--- config.mk ---
export PLATFORM = sky130hd
export DESIGN_NAME = branch_predictor_unit
export DESIGN_NICKNAME = d
export VERILOG_FILES = /design/src/rtl/branch_predictor_unit.sv
export SDC_FILE = /design/constraint.sdc
export NUM_CORES = 2
export LEC_CHECK = 0
export BUFFER_PORTS_ARGS = -buffer_cell sky130_fd_sc_hd__buf_2
export CAP_MARGIN = 0
export CORE_MARGIN = 2
export CORE_UTILIZATION = 45
export CTS_CLUSTER_SIZE = 10
export DETAILED_ROUTE_END_ITERATION = 7
export GPL_TIMING_DRIVEN = 0
export HOLD_SLACK_MARGIN = 0.08
export PLACE_DENSITY = 0.69
export SETUP_SLACK_MARGIN = 0.1
export SYNTH_ARGS = -nofsm -noshare
export SYNTH_HDL_FRONTEND = slang
export SYNTH_MEMORY_MAX_BITS = 65536
export SYNTH_SLANG_ARGS = --single-unit
--- constraint.sdc ---
create_clock -name clk -period 36.6 [get_ports clk]
set_clock_uncertainty 0.05 [all_clocks]
set_input_delay 1.83 -clock clk [delete_from_list [all_inputs] [get_ports clk]]
set_output_delay 1.83 -clock clk [all_outputs]
set_load 0.01 [all_outputs]
--- src/rtl/branch_predictor_unit.sv ---
// Fetch-stage branch predictor: gshare PHT, speculative GHR with recovery, direct-mapped BTB.
// Latency 1 cycle lookup->prediction; no backpressure, lookups/updates are ignored until ready.
module branch_predictor_unit #(
    parameter int ADDR_WIDTH  = 32,
    parameter int PHT_ENTRIES = 256,
    parameter int GHR_WIDTH   = 8,
    parameter int BTB_ENTRIES = 64,
    parameter int USE_BTB     = 1
) (
    input  logic                  clk,
    input  logic                  rstN,
    output logic                  ready,
    input  logic                  lookupValid,
    input  logic [ADDR_WIDTH-1:0] lookupPc,
    input  logic                  lookupIsBranch,
    output logic                  predValid,
    output logic                  predIsNextPcPredicted,
    output logic [ADDR_WIDTH-1:0] predNextPc,
    output logic                  predTaken,
    output logic [GHR_WIDTH-1:0]  predGhr,
    input  logic                  updValid,
    input  logic [ADDR_WIDTH-1:0] updPc,
    input  logic [GHR_WIDTH-1:0]  updGhr,
    input  logic                  updTaken,
    input  logic [ADDR_WIDTH-1:0] updTarget,
    input  logic                  updMispredict
);
    localparam int PHT_IW = $clog2(PHT_ENTRIES);
    localparam int BTB_IW = $clog2(BTB_ENTRIES);
    localparam int TAG_W  = ADDR_WIDTH - BTB_IW - 2;
    localparam int INIT_N = (PHT_ENTRIES > BTB_ENTRIES) ? PHT_ENTRIES : BTB_ENTRIES;
    localparam int CNT_W  = $clog2(INIT_N);

    typedef enum logic {INIT, READY} state_e;

    state_e                  state_q;
    logic [CNT_W-1:0]        init_idx_q;
    logic [GHR_WIDTH-1:0]    ghr_q, ghr_d;
    logic                    ready_q;
    logic                    pred_vld_q, pred_isnp_q, pred_taken_q;
    logic [ADDR_WIDTH-1:0]   pred_np_q;
    logic [GHR_WIDTH-1:0]    pred_ghr_q;

    logic [1:0]              pht_q     [PHT_ENTRIES];
    logic                    btb_vld_q [BTB_ENTRIES];
    logic [TAG_W-1:0]        btb_tag_q [BTB_ENTRIES];
    logic [ADDR_WIDTH-1:0]   btb_tgt_q [BTB_ENTRIES];

    logic                    active, lk_fire, upd_fire;
    logic [PHT_IW-1:0]       lk_pht_idx, upd_pht_idx;
    logic [BTB_IW-1:0]       lk_btb_idx, upd_btb_idx;
    logic [TAG_W-1:0]        lk_tag, upd_tag;
    logic [1:0]              lk_ctr, upd_ctr, upd_ctr_d;
    logic                    lk_hit, lk_taken;

    assign active   = (state_q == READY);
    assign lk_fire  = active & lookupValid;
    assign upd_fire = active & updValid;

    // Arrays are read combinationally before the clock edge writes them: read-first.
    assign lk_pht_idx = lookupPc[PHT_IW+1:2] ^ PHT_IW'(ghr_q);
    assign lk_btb_idx = lookupPc[BTB_IW+1:2];
    assign lk_tag     = lookupPc[ADDR_WIDTH-1:BTB_IW+2];
    assign lk_ctr     = pht_q[lk_pht_idx];
    assign lk_hit     = (USE_BTB != 0) && btb_vld_q[lk_btb_idx] && (btb_tag_q[lk_btb_idx] == lk_tag);
    assign lk_taken   = lookupIsBranch & lk_ctr[1];

    assign upd_pht_idx = updPc[PHT_IW+1:2] ^ PHT_IW'(updGhr);
    assign upd_btb_idx = updPc[BTB_IW+1:2];
    assign upd_tag     = updPc[ADDR_WIDTH-1:BTB_IW+2];
    assign upd_ctr     = pht_q[upd_pht_idx];

    always_comb begin
        upd_ctr_d = upd_ctr;
        if (updTaken && upd_ctr != 2'b11) begin
            upd_ctr_d = upd_ctr + 2'b01;
        end else if (!updTaken && upd_ctr != 2'b00) begin
            upd_ctr_d = upd_ctr - 2'b01;
        end
    end

    // Mispredict recovery wins over the speculative shift of a same-cycle lookup.
    always_comb begin
        ghr_d = ghr_q;
        if (upd_fire && updMispredict) begin
            ghr_d = {updGhr[GHR_WIDTH-2:0], updTaken};
        end else if (lk_fire && lookupIsBranch) begin
            ghr_d = {ghr_q[GHR_WIDTH-2:0], lk_taken};
        end
    end

    always_ff @(posedge clk) begin
        if (!rstN) begin
            state_q      <= INIT;
            init_idx_q   <= '0;
            ghr_q        <= '0;
            ready_q      <= 1'b0;
            pred_vld_q   <= 1'b0;
            pred_isnp_q  <= 1'b0;
            pred_taken_q <= 1'b0;
            pred_np_q    <= '0;
            pred_ghr_q   <= '0;
        end else begin
            ghr_q        <= ghr_d;
            pred_vld_q   <= lk_fire;
            pred_ghr_q   <= lk_fire ? ghr_q : '0;
            pred_taken_q <= lk_fire & lk_taken;
            pred_isnp_q  <= lk_fire & lookupIsBranch & (~lk_ctr[1] | lk_hit);
            pred_np_q    <= (lk_fire && lk_taken && lk_hit) ? btb_tgt_q[lk_btb_idx] : '0;
            case (state_q)
                INIT: begin
                    init_idx_q <= init_idx_q + 1'b1;
                    if (init_idx_q == CNT_W'(INIT_N - 1)) begin
                        state_q <= READY;
                        ready_q <= 1'b1;
                    end
                end
                default: ;
            endcase
        end
    end

    always_ff @(posedge clk) begin
        if (rstN && state_q == INIT) begin
            pht_q[init_idx_q[PHT_IW-1:0]]     <= 2'b01;
            btb_vld_q[init_idx_q[BTB_IW-1:0]] <= 1'b0;
        end else if (upd_fire) begin
            pht_q[upd_pht_idx] <= upd_ctr_d;
            if (updTaken) begin
                btb_vld_q[upd_btb_idx] <= 1'b1;
                btb_tag_q[upd_btb_idx] <= upd_tag;
                btb_tgt_q[upd_btb_idx] <= updTarget;
            end
        end
    end

    assign ready                 = ready_q;
    assign predValid             = pred_vld_q;
    assign predIsNextPcPredicted = pred_isnp_q;
    assign predNextPc            = pred_np_q;
    assign predTaken             = pred_taken_q;
    assign predGhr               = pred_ghr_q;
endmodule
After elaboration in Yosys (flattened, before gate mapping)
Memories as Yosys holds them, arrays and structs flattened. A register that Yosys moved wholly into a read port is not among the register bits.
Index checks and enable logic that the tools add are counted.
Widths: inputs -> output; s select.
{"block": "word_totals", "ff_bits": 29, "latch_bits": 0, "ram_bits": 4160, "mem_bits_ro": 0, "input_bits": 111, "output_inout_bits": 44, "elab_cells": 67, "memories": 4}
{"block": "classes", "addsub": 3, "mul": 0, "div_mod_pow": 0, "order_cmp": 0, "n_eq_ne": 3, "n_shift": 0, "n_mux": 21, "bitwise": 11, "reduce_logical": 17}
{"name": "btb_tgt_q", "words": 64, "width": 32, "rd": 1, "rd_ports_with_merged_regs": 1, "wr": 1, "line": "47", "text": "logic [ADDR_WIDTH-1:0] btb_tgt_q [BTB_ENTRIES];"}
{"name": "btb_tag_q", "words": 64, "width": 24, "rd": 1, "rd_ports_with_merged_regs": 0, "wr": 1, "line": "46", "text": "logic [TAG_W-1:0] btb_tag_q [BTB_ENTRIES];"}
{"name": "pht_q", "words": 256, "width": 2, "rd": 2, "rd_ports_with_merged_regs": 0, "wr": 1, "line": "44", "text": "logic [1:0] pht_q [PHT_ENTRIES];"}
{"name": "btb_vld_q", "words": 64, "width": 1, "rd": 1, "rd_ports_with_merged_regs": 0, "wr": 1, "line": "45", "text": "logic btb_vld_q [BTB_ENTRIES];"}
{"op": "$eq 24x24->1", "n": 1}
{"op": "$mux 8", "n": 3}
{"op": "$xor 8x8->8", "n": 2}
{"op": "$mux 1", "n": 14}
{"op": "$add 8x1->8 const B", "n": 1}
{"op": "$eq 8x8->1 const B", "n": 1}
{"op": "$logic_and 1x1->1", "n": 8}
{"op": "$and 1x1->1", "n": 6}
{"op": "$mux 2", "n": 3}
{"op": "$mux 6", "n": 1}
{"op": "$reduce_and 2->1", "n": 3}
{"op": "$reduce_bool 2->1", "n": 2}
{"op": "$add 2x1->2 const B", "n": 1}
{"op": "$logic_not 1->1", "n": 2}
{"op": "$ne 2x2->1 const B", "n": 1}
{"op": "$not 1->1", "n": 2}
{"op": "$reduce_or 2->1", "n": 1}
{"op": "$sub 2x1->2 const B", "n": 1}
{"op": "$or 1x1->1", "n": 1}
{"op": "$reduce_or 1->1", "n": 1}

Depth between registers and ports, before layout
An unclocked memory read counts as a cell.
{"block": "depth", "depth_word": 7, "depth_mapped": 17, "mapped_depth_nobuf": 13}

Worst setup path before layout
No wires, ideal clock.
{"block": "synth_path", "path_type": "in2reg", "from": "in updGhr[0]", "to": "mem pht_q[0][1], data pin", "setup_time_ps": 2276, "arrival_time_ps": 15339, "required_time_ps": 34274, "path_slack_ps": 18935, "path_stages": 13, "path_buffers": 3, "cell_sequence": "xor2_1 -> buf_2 -> buf_4 -> buf_4 -> mux4_2 -> mux4_2 -> a22oi_1 -> nand2_1 -> a21oi_1 -> o211ai_1 -> ha_1 -> a21o_1 -> o32ai_1"}
{"block": "synth_between", "elab_chain_cells": 7, "word_cells_on_any_way": 11, "classes_between": "add/sub (2); eq/ne (1); mux (3); bitwise (1); reduce/logical (3); memory (1)"}
{"element": "from (decl)", "line": "23", "text": "input logic [GHR_WIDTH-1:0] updGhr,"}
{"element": "$xor 8x8->8 (*)", "line": "68", "text": "assign upd_pht_idx = updPc[PHT_IW+1:2] ^ PHT_IW'(updGhr);"}
{"element": "$mem_v2 256x2 (*)"}
{"element": "branches (longest 3 deep; another with $sub 2x1->2)"}
{"element": "$mux 2 (*)", "line": "75", "text": "if (updTaken && upd_ctr != 2'b11) begin"}
{"element": "$mux 2 (no source line) (*)"}
{"element": "to (decl)", "line": "44"}
Every way passes the cells marked *.

Final worst setup path
{"block": "layout_path", "from": "in lookupPc[7]", "to": "reg pred_np_q[17], in the netlist predNextPc[17], read port of btb_tgt_q"}
{"block": "layout_between", "elab_chain_cells": 7, "word_cells_on_any_way": 11, "classes_between": "eq/ne (1); bitwise (2); reduce/logical (5); memory (3)"}
{"element": "from (decl)", "line": "14", "text": "input logic [ADDR_WIDTH-1:0] lookupPc,"}
{"element": "$xor 8x8->8", "line": "61", "text": "assign lk_pht_idx = lookupPc[PHT_IW+1:2] ^ PHT_IW'(ghr_q);"}
{"element": "$mem_v2 256x2"}
{"element": "$and 1x1->1", "line": "66", "text": "assign lk_taken = lookupIsBranch & lk_ctr[1];"}
{"element": "$logic_and 1x1->1 (2 in series)", "line": "109", "text": "pred_np_q <= (lk_fire && lk_taken && lk_hit) ? btb_tgt_q[lk_btb_idx] : '0;"}
{"element": "$reduce_and 2->1 (no source line)"}
{"element": "$logic_not 1->1 (no source line)"}
{"element": "to (decl)", "line": "41", "text": "logic [ADDR_WIDTH-1:0] pred_np_q;"}
Parallel ways exist; a longest one is shown, timed or not.
A chain may end at the register's enable or synchronous reset.

==> results.py <==
metrics = {
    "outcome": {
        "status": "finished with violations",
        "violations": "max-capacitance violations, max-slew violations",
    },
    "critical_path": {
        "rrSetupSlack_ns": 29.69,
        "timing.rr.start": "ghr_q[1]",
        "startpoint_type": "primary input",
        "required_ns": 37.40,
        "reg2reg_depth": 13,
        "crit_type": "primary input to flop",
        "worst-path-max-fanout": 10,
        "worstPathArrival_ns": 10.02,
        "reg2reg_to": "predNextPc[8]",
        "end_kind": "flop",
    },
    "yosys": {
        "yosysUniqueCellTypes": 74,
        "synth-main-ff-cell": "edfxtp_1",
        "ys_warn_count": 0,
        "netlist.area_leader.share": 0.7557,
        "synthTopCellsByCount": "4,160 x edfxtp_1, 1,181 x mux4_2, 453 x nor2_1",
        "async_flop_share": 0,
        "netlist_instances": 7460,
        "avgSynthCellArea_sq_um": 22.16,
        "synth_top_area_cell": "edfxtp_1",
        "synth_most_common_cell": "edfxtp_1",
        "synthTopCellsByArea": "edfxtp_1 76%, mux4_2 16%, mux2i_1 1.8%",
        "syn_area_sq_um": 165300,
        "synth_edf_count": 4160,
        "ys_seq_area_frac": 0.7631,
        "yosys_register_bits": 4221,
        "syn_nets": 7574,
    },
    "sta": {
        "timing.setup.tns_ns": 0,
        "period_needed_ns": 9.217,
        "slew_viol_final": 36,
        "post-route-period-util": 0.2518,
        "hold_viol_final": 0,
        "setup_viol": 0,
        "relSlewSlack": -0.03730,
        "rsz0062_at_grt": "no",
        "tightestPinTransition_ns": 1.556,
        "max_freq_mhz": 108.5,
    },
    "die": {
        "die_y_microns": 610.1,
        "start_util": 0.4522,
        "rows": 222,
        "die_x_microns": 610.1,
        "die_area_sq_um": 372200,
        "core_sq_um": 365500,
        "io_pins": 155,
    },
    "placement": {
        "hpwl_microns": 351200,
        "portBuffers": 144,
        "globalplace.congestion": 0.9091,
        "placedInstanceArea_sq_um": 177700,
    },
    "route": {
        "drt-total-wl_microns": 533600,
        "ant_nets": 0,
        "drc": 0,
        "drt-initial-drc-count": 17170,
        "firstDrtPassIters": 8,
        "vias": 90120,
        "wl_per_cell_microns": 40.15,
        "viasPerCell": 6.781,
    },
    "power_and_ir_drop": {
        "combinationalPowerShare": 0.055,
        "p_int_mw": 7.819,
        "power_leakage_nw": 60.47,
        "p_clk_frac": 0.415,
        "p_per_area_nw_per_um2": 52.47,
        "netSwitchingPower_mw": 2.177,
        "ir_worst_vdd_uv": 49.23,
        "switching_share": 0.2178,
        "power_frac_seq": 0.530,
    },
    "clock_network": {
        "clkLatencyLatePin_ns": 1.03,
        "clockBufferDepth": 4,
        "cts_buffers": 466,
        "postCtsHoldBufs": 0,
        "cts_num_sinks": 4221,
        "cts_tree": "yes",
        "cts.repair.resized": 0,
        "cts_setup_buffers": 0,
        "cts.clk_slew.worst_paths_ns": 0.06,
        "cts_root_buffer": "clkbuf_16",
        "htree_levels": 5,
    },
    "layout": {
        "final_layout_size_suffix_gt1_frac": 0.2869,
        "nets": 8439,
        "design_area_sq_um": 190500,
        "fill_cells": 27570,
        "areaGrowthSynthToFinish_pct": 15.26,
    },
    "worst_hold_path": {
        "min_to": "ready",
        "worstHoldStart": "ready",
        "hp-class": "flop to flop",
        "holdPathStages": 1,
    },
    "grt": {
        "grt_start_max_net_pins": 96,
        "grt_usage": 0.2830,
        "grt_pass1_wl_microns": 721600,
        "grt_pass1_vias": 88560,
        "grt_remaining_overflow": 0,
        "antenna_found_initial": 40,
    },
    "job": {
        "max-cap-violations": 4,
    },
}
state kept, by name, indices dropped and copies added, names as in the netlist:
name,cells
predNextPc,32
predGhr,8
pht_q,512
active,1
ready,1
ghr_q,8
btb_tag_q,1536
btb_vld_q,64
btb_tgt_q,2048
predValid,1
init_idx_q,8
predTaken,1
predIsNextPcPredicted,1
per-layer routing:
metal / up-vias / routed length, microns / GRT usage
met5: - / 222 / 0
met4: 24 / 36470 / 0.1560
met3: 1846 / 74850 / 0.07717
met2: 8036 / 244200 / 0.4392
met1: 47100 / 177800 / 0.3640
li1: 33110 / - / -
cells by family after synthesis:
group	count (synthesis)	synth area share
AND/OR/NAND/NOR	905	0.02428
XOR/XNOR	64	0.003527
buffers and inverters	430	0.01319
multiplexers	1497	0.1802
AO/OA/AOI/OAI	340	0.01547
adder cells (fa/ha/maj)	3	0.0002271
flip-flops	4221	0.7631
power groups by stage:
stage,Clock (mW),Combinational [mW],Sequential [mW]
5_1_grt,4.33,0.560,5.30
6_report,4.15,0.549,5.30
3_3_place_gp,0,0.519,5.40
3_5_place_dp,0,0.532,5.40
4_1_cts,4.15,0.535,5.30
2_1_floorplan,0,0.292,5.40
how the worst max path moves through the flow:
| stage | cells past startpoint | to | from | slack (ns) |
|---|---|---|---|---|
| finish | 13 | predNextPc[17] | lookupPc[7] | 27.38 |
| CTS | 10 | predNextPc[17] | lookupPc[6] | 28.12 |
| floorplan | 13 | pht_q[0][1] | updGhr[0] | 18.94 |
| global route | 13 | predNextPc[17] | lookupPc[7] | 27.98 |
| detailed placement | 10 | predNextPc[17] | lookupPc[6] | 27.06 |
| global placement | 15 | pht_q[76][1] | updPc[3] | 7.74 |
final cells by class:
| type | count | area (sq um) | area share |
|---|---|---|---|
| well taps | 4816 | 6026 | 0.03163 |
| clock inverters | 37 | 650.6 | 0.003415 |
| repair buffers | 397 | 5848 | 0.03069 |
| flip-flops and latches | 4221 | 126100 | 0.6620 |
| inverters | 14 | 52.55 | 0.0002758 |
| clock buffers | 561 | 12120 | 0.06363 |
| plain buffers | 416 | 2145 | 0.01126 |
| multi-input cells | 2809 | 37500 | 0.1968 |
| diodes | 18 | 45.04 | 0.0002364 |
through the flow:
| stage | std cells | utilization | total power, mW | hold WS [ns] | setup WS, ns |
|---|---|---|---|---|---|
| after floorplan | 7460 | - | 5.692 | 0.4214 | 18.94 |
| after global placement | 12420 | 0.4707 | 5.919 | 0.4086 | 7.740 |
| after detailed placement | 12670 | 0.4861 | 5.933 | 0.4032 | 27.06 |
| after CTS | 13270 | 0.5210 | 9.985 | 0.4255 | 28.12 |
| after global routing | 13280 | 0.5212 | 10.19 | 0.4504 | 27.98 |
| final | 13290 | 0.5212 | 9.997 | 0.4192 | 27.38 |
cell usage in the layout, fill, tap and decap left out, types with 83 or more instances in the layout:
cell,synthesis,final
mux4_2,1181,1181
clkbuf_16,0,470
nand2_1,173,172
edfxtp_1,4160,4160
nand3_1,83,83
a22oi_1,137,137
clkbuf_1,161,237
nor2_1,453,391
buf_2,139,283
buf_12,1,186
mux2i_1,292,292
worst max-delay path: stages:
cell	delay [ns]
buf_2	0.10
buf_2	0.33
clkbuf_1	0.94
buf_2	0.85
buf_1	1.06
buf_4	0.54
a31oi_1	0.45
nor4_1	1.03
o21ai_1	0.28
nor4_4	0.78
nand4_2	0.89
buf_6	0.48
a211oi_2	0.38
Note: power is estimated with default switching activity, not from simulation.
